--- src/rtl/sub_c_pipe.sv ---
// Per-lane add/accumulate and xor of packed operands, buffered in an output FIFO.
// Latency: one cycle from accept to out_valid when the FIFO is empty (first-word fall-through).
// Backpressure: in_ready depends only on FIFO occupancy, so a pop never re-opens the input in the same cycle.
module sub_c_pipe_fifo #(
    parameter int W     = 8,
    parameter int DEPTH = 4,
    localparam int PW   = $clog2(DEPTH),
    localparam int LW   = $clog2(DEPTH + 1)
) (
    input  logic          clk,
    input  logic          rst_n,
    input  logic          wr_vld,
    input  logic [W-1:0]  wr_dat,
    input  logic          rd_rdy,
    output logic [W-1:0]  rd_dat,
    output logic [LW-1:0] level,
    output logic          full,
    output logic          empty
);
    logic [W-1:0]  mem_q [DEPTH];
    logic [PW-1:0] wr_ptr_q, wr_ptr_d, rd_ptr_q, rd_ptr_d;
    logic [LW-1:0] level_q, level_d;
    logic          wr_en, rd_en;

    assign full   = (level_q == LW'(DEPTH));
    assign empty  = (level_q == '0);
    assign level  = level_q;
    assign rd_dat = mem_q[rd_ptr_q];
    assign wr_en  = wr_vld & ~full;
    assign rd_en  = rd_rdy & ~empty;

    // Power-of-two depth lets the pointers wrap by natural overflow.
    always_comb begin
        wr_ptr_d = wr_ptr_q + PW'(wr_en);
        rd_ptr_d = rd_ptr_q + PW'(rd_en);
        level_d  = level_q + LW'(wr_en) - LW'(rd_en);
    end

    always_ff @(posedge clk or negedge rst_n) begin
        if (!rst_n) begin
            wr_ptr_q <= '0;
            rd_ptr_q <= '0;
            level_q  <= '0;
        end else begin
            wr_ptr_q <= wr_ptr_d;
            rd_ptr_q <= rd_ptr_d;
            level_q  <= level_d;
        end
    end

    always_ff @(posedge clk) begin
        if (wr_en) mem_q[wr_ptr_q] <= wr_dat;
    end
endmodule

module sub_c_pipe #(
    parameter int WIDTH    = 8,
    parameter int CHANNELS = 2,
    parameter int DEPTH    = 4,
    localparam int SW      = CHANNELS * (WIDTH + 1),
    localparam int XW      = CHANNELS * WIDTH,
    localparam int LW      = $clog2(DEPTH + 1)
) (
    input  logic          clk,
    input  logic          rst_n,
    input  logic          in_valid,
    output logic          in_ready,
    input  logic [XW-1:0] in_a,
    input  logic [XW-1:0] in_b,
    input  logic [XW-1:0] in_c,
    input  logic          acc_en,
    input  logic          acc_clr,
    output logic          out_valid,
    input  logic          out_ready,
    output logic [SW-1:0] out_sum,
    output logic [XW-1:0] out_xor,
    output logic [LW-1:0] fifo_level,
    output logic [15:0]   sample_cnt
);
    localparam int EW = SW + XW;

    logic [CHANNELS-1:0][WIDTH:0] acc_q, acc_d;
    logic [CHANNELS-1:0][WIDTH:0] lane_a, lane_b, lane_base, lane_sum;
    logic [SW-1:0]  sum_dat;
    logic [XW-1:0]  xor_dat;
    logic [EW-1:0]  head_dat, hold_q, hold_d;
    logic [15:0]    sample_cnt_q, sample_cnt_d;
    logic           accept, pop, full, empty;

    assign in_ready  = rst_n & ~full;
    assign accept    = in_valid & in_ready;
    assign out_valid = ~empty;
    assign pop       = out_valid & out_ready;

    // A clear coinciding with an accept zeroes the base before the add.
    always_comb begin
        acc_d     = acc_q;
        lane_a    = '0;
        lane_b    = '0;
        lane_base = '0;
        lane_sum  = '0;
        sum_dat   = '0;
        xor_dat   = '0;
        for (int i = 0; i < CHANNELS; i++) begin
            lane_a[i]    = {1'b0, in_a[i*WIDTH +: WIDTH]};
            lane_b[i]    = {1'b0, in_b[i*WIDTH +: WIDTH]};
            lane_base[i] = acc_clr ? '0 : acc_q[i];
            lane_sum[i]  = acc_en ? (lane_base[i] + lane_a[i] + lane_b[i])
                                  : (lane_a[i] + lane_b[i]);
            acc_d[i]     = (accept & acc_en) ? lane_sum[i] : lane_base[i];
            sum_dat[i*(WIDTH+1) +: WIDTH+1] = lane_sum[i];
            xor_dat[i*WIDTH +: WIDTH] = in_b[i*WIDTH +: WIDTH] ^ in_c[i*WIDTH +: WIDTH];
        end
    end

    always_comb begin
        sample_cnt_d = sample_cnt_q + 16'(accept);
        hold_d       = pop ? head_dat : hold_q;
    end

    always_ff @(posedge clk or negedge rst_n) begin
        if (!rst_n) begin
            acc_q        <= '0;
            sample_cnt_q <= '0;
            hold_q       <= '0;
        end else begin
            acc_q        <= acc_d;
            sample_cnt_q <= sample_cnt_d;
            hold_q       <= hold_d;
        end
    end

    sub_c_pipe_fifo #(.W(EW), .DEPTH(DEPTH)) u_fifo (
        .clk    (clk),
        .rst_n  (rst_n),
        .wr_vld (accept),
        .wr_dat ({sum_dat, xor_dat}),
        .rd_rdy (out_ready),
        .rd_dat (head_dat),
        .level  (fifo_level),
        .full   (full),
        .empty  (empty)
    );

    // When empty the outputs keep showing the last entry that left.
    assign {out_sum, out_xor} = out_valid ? head_dat : hold_q;
    assign sample_cnt = sample_cnt_q;
endmodule

--- config.mk ---
export PLATFORM = sky130hd
export DESIGN_NAME = sub_c_pipe
export DESIGN_NICKNAME = d
export VERILOG_FILES = /design/src/rtl/sub_c_pipe.sv
export SDC_FILE = /design/constraint.sdc
export NUM_CORES = 1
export LEC_CHECK = 0
export ABC_CLOCK_PERIOD_IN_PS = 4200
export CAP_MARGIN = 20
export CORE_MARGIN = 4
export CORE_UTILIZATION = 45
export CTS_BUF_LIST = sky130_fd_sc_hd__clkbuf_2 sky130_fd_sc_hd__clkbuf_4 sky130_fd_sc_hd__clkbuf_8
export DETAILED_ROUTE_END_ITERATION = 10
export PLACE_DENSITY_LB_ADDON = 0.05
export SYNTH_ARGS = -nofsm -noshare
export SYNTH_HDL_FRONTEND = slang
export SYNTH_SLANG_ARGS = --single-unit
export TNS_END_PERCENT = 1
--- constraint.sdc ---
create_clock -name clk -period 4.2 [get_ports clk]
set_input_delay 0.42 -clock clk [delete_from_list [all_inputs] [get_ports clk]]
set_output_delay 0.42 -clock clk [all_outputs]
set_load 0.1 [all_outputs]
# Word-level counts from Yosys, hierarchy flattened
# Memories as Yosys holds them, arrays and structs flattened.
# Index checks and enable logic that the tools add are counted.
# totals
ramBits	136
out_inout_bits	55
n_memories	1
elab_cells	39
regBits	75
inputBits	54
# classes
eq_ne	1
n_bitwise	9
mux	9
add_sub_neg	11
n_reduce_logical	1
# mem_list
name	depth	word_bits	read_ports	rd_ports_with_merged_regs	wr	line_no	text
u_fifo.mem_q	4	34	1	0	1	20	logic [W-1:0] mem_q [DEPTH];
# op_table
cell	count
9-bit two-way mux	6
9-bit by 8-bit adder with 9-bit output	4
34-bit two-way mux	1
8-bit by 8-bit adder with 9-bit output	2
16-bit by 1-bit adder with 16-bit output	1
8-bit bitwise XOR	2
1-bit bitwise AND	5
2-bit by 1-bit adder with 2-bit output	2
3-bit by 1-bit adder with 3-bit output	1
3-bit == test, second input constant	1
3-bit zero test	1
3-bit by 1-bit subtractor with 3-bit output	1
1-bit two-way mux	2
1-bit inverter	2

# Logic depth before layout (Yosys ltp)
# logic_depth
depth_word	7
ltp_mapped	12
mapped_depth_nobuf	11

# Modules after synthesis
# Synthesis repeated with hierarchy kept, for this count alone.
# hier_totals
hier_cells	683
hier_area_um2	10427.5
# modules_own_cells
module	cells_per_inst	seq_area_each_um2	n_inst	area_per_inst_um2
sub_c_pipe_fifo	209	4259.1	1	5350.1
sub_c_pipe	474	1701.6	1	5077.4

# Least setup slack after synthesis
# No wires, ideal clock.
# synth_path
kind	register -> register
from	reg u_fifo.level_q[1] (netlist: u_fifo.level[1])
to	mem u_fifo.mem_q[1][0] in the netlist's numbering, enable pin
required_time_ns	3.725
period_less_slack_ns	4.370
path_buffers	0
path_slack_ns	-0.170
path_stages_with_launch	4
arrival_ns	3.895
setup_time_ns	0.475
path_cell_list	dfrtp_1 > or3b_4 > nand2_1 > nor3b_1
# synth_between
elab_chain_len	7
# synth_lines
item	line_no	text
from (decl)	22	logic [LW-1:0] level_q, level_d;
from (signal assigned)	47	level_q <= level_d;
3-bit == test (*)	25	assign full = (level_q == LW'(DEPTH));
1-bit inverter (*)	29, 90	
1-bit bitwise AND	90	assign in_ready = rst_n & ~full;
1-bit bitwise AND	91	assign accept = in_valid & in_ready;
1-bit bitwise AND (*)	29	assign wr_en = wr_vld & ~full;
1-bit two-way mux (*)	52	if (wr_en) mem_q[wr_ptr_q] <= wr_dat;
1-bit two-way mux (implied by the code) (*)	52	
to (decl)	20	
# Mark *: on every way between the ends. The rest lies on a longest branch, timed or not.

==> impl_summary.txt <==
----------------------------------------------------
[Outcome]
  Run status ... completed

[Power and ir drop]
  Total power divided by cell area ... 784.1 nW/um^2
  Leakage power ... 0.004935 uW
  Total Power ... 9840 uW
  Max rail drop VDD ... 0.4611 mV

[Place]
  HPWL reported at the end of detailed placement ... 15340 um
  Port Buffers ... 108
  Gpl congestion ... 0.8424
  Post-place instance area ... 11720 sq um

[Flow run]
  Number of maximum-capacitance violations ... 0

[STA]
  Fmax ... 0.2885 GHz
  Part of the cycle the worst path needs ... 82.52%
  Count of final hold-check violations ... 0
  Number of failing setup endpoints in the final timing report ... 0
  Transition at the pin with the smallest max-transition slack ... 0.9924 ns
  RSZ-0062 raised after global routing ... false
  Shortest clock period the worst path allows after layout ... 3.466 ns
  Sum of negative setup slack ... 0 ns
  Worst setup skew after layout ... 0.01144 ns
  Final Max Slew Viols ... 0
  Max-slew headroom at the worst pin ... 33.84%

[Floorplanning]
  Chip Height ... 160.0 um
  Die Wd ... 160.0 um
  Count of boundary I/O pins ... 109
  Effective utilization at floorplan ... 45.76%
  Row count ... 55
  Die area ... 25590 sq um
  Floorplan core area ... 22710 sq um

[GRT]
  Wire length of the first global-routing pass ... 35220 um
  Pin count of the biggest net entering global routing ... 52
  Remaining Overflow, GRT ... 0
  Via count of the first global-routing pass ... 6394
  Antenna violations before repair ... 0
  GRT Overall Usage ... 17.56%

[Cells and area]
  Design Area, Final ... 12550 sq um
  Share of layout cells above drive strength 1 ... 27.45%
  Number of filler cells placed in the layout ... 1871
  Layout Nets ... 938
  Area added between synthesis and finish ... 20.76%

[Min path]
  Worst hold path class ... primary input to asynchronous set/reset pin

[Route]
  Final Routed Wirelength ... 22330 um
  Avg Vias per Cell ... 5.283
  First-iteration detailed-routing DRC count ... 279
  Average routed wire per standard cell ... 19.55 um
  DRC violations left ... 0
  Detailed-route via count ... 6033
  Post-route ant nets ... 0
  Drt pass-1 iters ... 7

[Clock tree]
  CTS Buf Count ... 38
  TritonCTS Sinks ... 211
  Number of buffers between clock root and the deepest sink ... 3
  Hold-fix buffers, CTS ... 1
  Clock insertion delay at the later pin of the skew report ... 0.51 ns
  Number of setup buffers added after CTS ... 0
  Register clock-pin slew on the reported worst setup and hold paths ... 0.05 ns
  Root buffer cell ... sky130_fd_sc_hd__clkbuf_8
  Maximum level of the CTS H-tree ... 2
  Quantity of gates resized following cts ... 0
  Clock tree from TritonCTS ... yes

[Synthesis]
  Synth Warn # ... 0
  Dominant cells by area after synthesis ... sky130_fd_sc_hd__edfxtp_1 (39%), sky130_fd_sc_hd__dfrtp_1 (18%), sky130_fd_sc_hd__mux2_2 (8.2%)
  Most common flop cell mapped by yosys ... sky130_fd_sc_hd__edfxtp_1
  Number of synthesized flops with an enable pin ... 136
  Simple logic cell fraction of the synthesized area ... 5.936%
  Area of the mapped netlist ... 10390 sq um
  Dominant combinational cell family by area after synthesis ... multiplexers
  Sequential element share of the synthesized area ... 57.36%
  Multiplexer share of the synthesized area ... 16.38%
  Average instance area after synthesis ... 15.08 sq um
  Synth async-reset ratio ... 35.55%
  Net count of the mapped netlist ... 800
  Top-area cell type share of the netlist area ... 39.30%
  Complex-gate fraction of the synthesized area ... 4.732%
  Cell type contributing the most total cell area after synthesis ... sky130_fd_sc_hd__edfxtp_1
  Unique masters post-synth ... 46
  Share of the synthesized netlist area taken by xor and xnor gates ... 4.816%
  Synthesis-stage register bit count ... 211
  Cell count after synthesis ... 689
  Area share of fa/ha/maj cells after synthesis ... 8.380%

[Setup path]
  Worst EP required ... 4.42 ns
  Critical Path Source Type ... primary input
  Highest net fanout along the worst path ... 11
  Critical Path AT ... 3.68 ns
  Worst Path Class, Setup ... primary input to register
  Critical Path End Type ... register

----------------------------------------------------
==> cell families after synthesis <==
group | Yosys count
multiplexers | 118
AND/OR/NAND/NOR | 121
flip-flops | 211
adder cells (fa/ha/maj) | 57
XOR/XNOR | 54
buffers and inverters | 52
AO/OA/AOI/OAI | 76
==> final timing paths <==
check	slack, ns	depth (start not counted)	start	endpoint
max reg2reg	1.11	10	acc_q[10]	u_fifo.mem_q[0][32]
min in group clk	0.47	1	sample_cnt[15]	sample_cnt[15]
max	0.73	11	acc_clr	u_fifo.mem_q[0][32]
max in group asynchronous	2.69	3	rst_n	u_fifo.rd_ptr_q[0]
min	0.39	2	rst_n	sample_cnt[6]
min reg2reg	0.47	1	sample_cnt[15]	sample_cnt[15]
==> synthesized netlist by cell type, types with 9 or more instances <==
cell,number
sky130_fd_sc_hd__edfxtp_1,136
sky130_fd_sc_hd__mux2_2,76
sky130_fd_sc_hd__dfrtp_1,75
sky130_fd_sc_hd__ha_1,36
sky130_fd_sc_hd__xor2_1,36
sky130_fd_sc_hd__mux4_2,34
sky130_fd_sc_hd__nand2_1,33
sky130_fd_sc_hd__inv_1,29
sky130_fd_sc_hd__nor2_1,22
sky130_fd_sc_hd__o21ai_0,22
sky130_fd_sc_hd__fa_1,21
sky130_fd_sc_hd__a21oi_1,18
sky130_fd_sc_hd__nor2b_1,18
sky130_fd_sc_hd__xnor2_1,16
sky130_fd_sc_hd__nor3_1,11
sky130_fd_sc_hd__buf_2,10
sky130_fd_sc_hd__nand3_1,9
==> flip-flops by register name (all words and copies together) (netlist names) <==
name / cells
acc_q: 18
hold_q: 34
sample_cnt: 16
u_fifo.level: 3
u_fifo.mem_q: 136
u_fifo.rd_ptr_q: 2
u_fifo.wr_ptr_q: 2
==> per-stage QoR <==
step           instances  util [%]  hold slack (ns)  worst slack (ns)
5_1_grt             1141     55.25           0.4077            0.5181
4_1_cts             1141     55.25           0.3810            0.6727
2_1_floorplan        689         -           0.1244           0.03621
3_3_place_gp        1071     51.62           0.3694            0.3407
6_report            1142     55.26           0.3916            0.7344
3_5_place_dp        1071     51.62           0.3847            0.1904
==> critical path: stages <==
cell	delay [ns]
sky130_fd_sc_hd__clkdlybuf4s50_1	0.81
sky130_fd_sc_hd__nor2b_1	0.15
sky130_fd_sc_hd__fa_1	0.53
sky130_fd_sc_hd__ha_1	0.21
sky130_fd_sc_hd__inv_1	0.07
sky130_fd_sc_hd__fa_1	0.41
sky130_fd_sc_hd__nor2b_1	0.17
sky130_fd_sc_hd__o31a_1	0.20
sky130_fd_sc_hd__or3_1	0.13
sky130_fd_sc_hd__nand3_1	0.06
sky130_fd_sc_hd__or4_1	0.54
==> layout make-up <==
type	count	area (sq um)	share of cell area [%]
sequential	211	5962	47.51
tap	285	356.6	2.842
multi-input combinational	426	4202	33.48
antenna	1	2.502	0.01994
inverter	29	108.9	0.8675
timing repair buffer	121	1104	8.794
clock buffer	55	669.4	5.335
clock inverter	14	143.9	1.147
==> layout by cell type (no fill, tap or decap), drive strengths merged, types with 4 or more instances in the layout <==
cell type and count:
mux2 76, o21ai 22, buf 48, clkdlybuf4s50 72, dfrtp 75, nor3 11, nor2b 18, nand3 10
nand2 34, a21oi 20, clkbuf 55, mux4 34, edfxtp 136, a21o 4, mux2i 8, inv 29
and3 4, xor2 36, clkinv 9, fa 21, nor3b 5, xnor2 16, o21bai 6, a211oi 8
nor2 22, ha 36, o21a 8
==> power breakdown <==
part           total (uW)  internal [uW]  switching (uW)
sequential           2940           2700             232
combinational        4880           1470            3410
clock                2020           1210             809
==> metal layers <==
| metal | part of all wire [%] | global-route usage (%) |
|---|---|---|
| met1 | 45 | 25.45 |
| met2 | 47 | 27.67 |
| met3 | 6.2 | 3.535 |
| met4 | 1.6 | 4.106 |
| met5 | 0 | 0 |
Note: power is estimated with default switching activity, not from simulation.
==> variant 1 (same flow settings) <==
`hold_q` no longer has a reset.
--- a/src/rtl/sub_c_pipe.sv
+++ b/src/rtl/sub_c_pipe.sv
@@ -124,3 +124,2 @@
             sample_cnt_q <= '0;
-            hold_q       <= '0;
         end else begin
@@ -128,4 +127,7 @@
             sample_cnt_q <= sample_cnt_d;
-            hold_q       <= hold_d;
         end
+    end
+
+    always_ff @(posedge clk) begin
+        hold_q <= hold_d;
     end
Function: differs if rst_n is asserted again (counterexample within 4 cycles, from zero or initial values and one cycle with rst_n low); with rst_n held inactive, the same outputs for 4 cycles.
==> variant 1 against the unedited design <==
Cell count down 4.8%; register-to-register slack improved by 0.28 ns; sequential cell count is the same; setup slack improved by 0.18 ns; first-iteration DRC count rose by 7.2%; synthesized area decreased by 2.6%; total power decreased by 3.5%; wire length decreased by 3.1%; cell area is 2.1% lower; largest cell class unchanged; largest power group unchanged; highest routed layer unchanged.
==> variant 1: results (changes against the unedited design) <==
- Critical Path End: u_fifo.mem_q[0][23]
- Netlist cell types: 51 (+11%)
- Clk. pwr: 0.00192 W (-5%)
- CTS buffer count: 37 (-2.6%)
- Worst hold path type: register to register
- Adder-Cell Fraction of Synth Area: 8.60% (+0.22 points)
- Critical path fanouts, max: 14 (+3)
- Share of layout cells above drive strength 1: 24.8% (-2.7 points)
- XOR/XNOR Fraction of Synth Area: 4.99% (+0.18 points)
- Top cells by count, synth: 170 x edfxtp_1, 47 x mux2_2, 41 x dfrtp_1, 36 x ha_1, 34 x xor2_1
- DRT Pass-1 Iters: 4 (-3)
- Global Route met1 Usage: 24.1% (-1.4 points)
- Met3 usage: 3.50% (-0.036 points)
- Met3 routed WL: 1050 µm (-24%)
- Final #Nets: 889 (-5.2%)
- Leak: 4.69 nW (-4.9%)
- Mux cell area share after synthesis: 13.7% (-2.7 points)
- GPL Wtd Cong: 0.821 (-2.5%)
- Ys async rst share: 19.4% (-16 points)
- Seq/Total Area, Yosys: 60.6% (+3.2 points)
- CP max stage delay: 0.89 ns (+0.08 ns)
- Antenna cells: 0 (-1)
- Vias in the first global route: 6237 (-2.5%)
- Sum of routed wire segments on met1: 9490 µm (-6.4%)
- RR Startpoint: acc_q[1]
- EDFF count, synth: 170 (+25%)
- Outcome: finished clean
- Final HPWL DP: 15000 µm (-2.4%)
- Vias per Instance: 5.23 (-1.0%)
- Reg2Reg Depth: 11 (+1)
- First-pass GRT wire length: 34300 µm (-2.6%)
- Combinational power: 0.00457 W (-6.4%)
- Top cells by area, synth: edfxtp_1 50%, dfrtp_1 10%, mux4_2 6.9%
- CP arrival: 3.50 ns (-0.18 ns)
- Filler cells: 1750 (-6.5%)
- Worst VDD drop: 506 µV (+9.8%)
- Met2 Track Usage GR: 30.0% (+2.3 points)
- Skew final: 0.0128 ns (+0.00136 ns)
- Iter 0 DRT Violations: 299 (+7.2%)
- Slew HR: 33.9% (+0.046 points)
- Post-DP Area: 11500 µm² (-1.9%)
- Synth Area in Compound Gates: 4.15% (-0.58 points)
- Metal2 WL: 10700 µm (+2.0%)
- Combinational share of power: 48.1% (-1.5 points)
- Flop-to-flop setup slack: 1.39 ns (+0.28 ns)
- Largest net degree at the start of global routing: 43 (-17%)
- Net count after synthesis: 745 (-6.9%)
- WHS: 0.495 ns (+0.104 ns)
[variant 1: cell types whose count changed after synthesis, moves of 5 or more]
| cell | before | now |
|---|---|---|
| nor2b_1 | 18 | 25 |
| a211oi_1 | 8 | 2 |
| edfxtp_1 | 136 | 170 |
| nand2_1 | 33 | 18 |
| xnor2_1 | 16 | 21 |
| mux2_2 | 76 | 47 |
| dfrtp_1 | 75 | 41 |
| o21ai_0 | 22 | 16 |
[variant 1: area by class of cell]
type	count	area, µm²	share of cell area [%]
sequential	211	6130	49.9
multi-input combinational	376	3790	30.8
timing repair buffer	124	1140	9.25
clock buffer	54	656	5.34
tap	280	350	2.85
clock inverter	14	114	0.927
inverter	28	105	0.856
[variant 1: stage by stage]
stage | worst slack (ns) | instances | util, %
floorplan | -0.246 | 634 | -
global placement | 0.481 | 1018 | 52.4
detailed placement | 0.401 | 1018 | 52.4
CTS | 0.918 | 1087 | 55.9
global route | 0.617 | 1087 | 55.9
finish | 0.915 | 1087 | 55.9
==> variant 2 (config.mk and constraints unchanged) <==
Without the edit above. Set the parameter `CHANNELS` to 1 (it was 2).
--- a/src/rtl/sub_c_pipe.sv
+++ b/src/rtl/sub_c_pipe.sv
@@ -57,3 +57,3 @@
     parameter int WIDTH    = 8,
-    parameter int CHANNELS = 2,
+    parameter int CHANNELS = 1,
     parameter int DEPTH    = 4,
Ports: changed (5 resized); port bits go from 109 to 68. The function was not compared with the original's and may differ.
==> variant 2 against the unedited design <==
Synthesized area is 45% lower; total power is 46% lower; largest power group unchanged; global-route usage is 1.3 points lower; sequential cell count is 94 lower; critical path depth is 1 lower; wire length is 50% lower; largest cell class unchanged; cell area is 45% lower; critical endpoint is now u_fifo.mem_q[1][16]; setup slack better by 0.34 ns.
==> variant 2: results (changes against the unedited design) <==
- Outcome: finished clean
- Worst hold path type: register to register
- First-pass GRT wire length: 17800 µm (-50%)
- Max Root-Sink Buffers: 2 (-1)
- Top cells by count, synth: 68 x edfxtp_1, 49 x dfrtp_1, 37 x mux2_2, 21 x ha_1, 20 x xor2_1
- XOR/XNOR Fraction of Synth Area: 5.85% (+1.0 points)
- Reg2Reg Depth: 9 (-1)
- RR Startpoint: acc_q[6]
- Largest net degree at the start of global routing: 38 (-27%)
- Flop-to-flop setup slack: 1.40 ns (+0.29 ns)
- Share of layout cells above drive strength 1: 24.3% (-3.1 points)
- Iter 0 DRT Violations: 159 (-43%)
- Ys async rst share: 41.9% (+6.3 points)
- Max FFs per register: 68 (-50%)
- GPL Wtd Cong: 0.801 (-4.9%)
- Worst Max-Slew Pin Slew: 1.03 ns (+0.0370 ns)
- Worst VDD drop: 539 µV (+17%)
- Mux cell area share after synthesis: 15.0% (-1.4 points)
- CP max stage delay: 0.58 ns (-0.23 ns)
- CTS buffer count: 17 (-55%)
- WL final: 11100 µm (-50%)
- Final HPWL DP: 7850 µm (-49%)
- Synth Area in Compound Gates: 3.98% (-0.75 points)
- Worst-path clk slew: 0.07 ns (+0.02 ns)
- Vias per Instance: 5.03 (-4.7%)
- Critical Path End: u_fifo.mem_q[1][16]
- Clock latency on the worst-skew pair: 0.43 ns (-0.08 ns)
- DRT Pass-1 Iters: 4 (-3)
- Leak: 2.71 nW (-45%)
- Skew final: 0.00723 ns (-0.00421 ns)
- Seq/Total Area, Yosys: 57.5% (+0.11 points)
- Clock root cell: clkbuf_8
- EDFF count, synth: 68 (-50%)
- Antenna cells: 0 (-1)
- Net count after synthesis: 446 (-44%)
- Depth of the CTS H-tree: 4 (+2)
- Critical path fanouts, max: 9 (-2)
- Tot GR Track Use: 16.3% (-1.3 points)
- Adder-Cell Fraction of Synth Area: 8.49% (+0.11 points)
- Vias in the first global route: 3375 (-47%)
- Final #Nets: 526 (-44%)
- Top cells by area, synth: edfxtp_1 36%, dfrtp_1 22%, mux2_2 7.3%
- Port bufs: 67 (-38%)
variant 2: cell count changes after synthesis, sizes merged, moves of 12 or more:
cell / delta
ha: -15
nand2: -17
xor2: -16
mux4: -17
inv: -12
dfrtp: -26
o21ai: -12
mux2: -38
edfxtp: -68
variant 2: timing repair:
item / CTS / global route
gates resized for setup: 0 / 0
hold buffers: 1 / 0
endpoints found under the hold margin: 12 / 0
variant 2: cell families (layout without fill, tap and decap cells):
kind of cell,after synthesis,count (layout)
DFF,117,117
muxes,59,59
adders and majority gates,32,32
AOI/OAI and AO/OA,35,35
buffers and inverters,28,121
and+or+nand+nor,75,75
xor gates and xnor gates,38,38
variant 2: cell type report:
type / instances / area [µm²]
Timing Repair Buffer: 72 / 663
Sequential cell: 117 / 3270
Inverter: 17 / 63.8
Multi-Input combinational cell: 239 / 2310
Tap cell: 168 / 210
Clock inverter: 14 / 136
Fill cell: 1037 / 5320
Clock buffer: 18 / 241
variant 2: per-layer routing:
metal,wire length (µm),track usage [%],up-vias
met4,99,4.89,0
met1,5600,23.5,1607
met2,5020,24.2,57
met3,367,4.63,11
li1,-,-,1571
met5,0,0,-
variant 2: worst min-delay path by stage:
stage                   start              to  slack [ns]  depth (start not counted)
2_1_floorplan           rst_n        acc_q[0]        0.12                          0
3_3_place_gp            rst_n   sample_cnt[2]        0.33                          1
3_5_place_dp            rst_n   sample_cnt[2]        0.34                          1
4_1_cts        sample_cnt[15]  sample_cnt[15]        0.48                          1
5_1_grt                 rst_n   sample_cnt[3]        0.51                          2
6_report       sample_cnt[15]  sample_cnt[15]        0.48                          1
variant 2: where the power goes:
part | switching [W] | internal (W)
Combinational | 0.00188 | 0.000810
Clock | 0.000453 | 0.000527
Sequential | 0.000171 | 0.00149
Total | 0.00250 | 0.00283
variant 2: per-stage QoR:
step	util, %	cells	setup slack (ns)	area, µm²	hold WS (ns)
CTS	56.5	645	1.08	6900	0.484
finish	56.5	645	1.08	6900	0.484
global route	56.5	645	0.881	6900	0.510
global placement	53.3	612	0.710	6510	0.333
detailed placement	53.3	612	0.630	6510	0.338
floorplan	-	384	0.609	5690	0.124
variant 2: critical path, delay by kind of cell:
family	cells	cell delay (ns)
simple gates	1	0.29
mux	1	0.11
compound gates	4	0.93
fa+ha+maj	2	0.85
xor+xnor	1	0.16
buf+inv	1	0.58
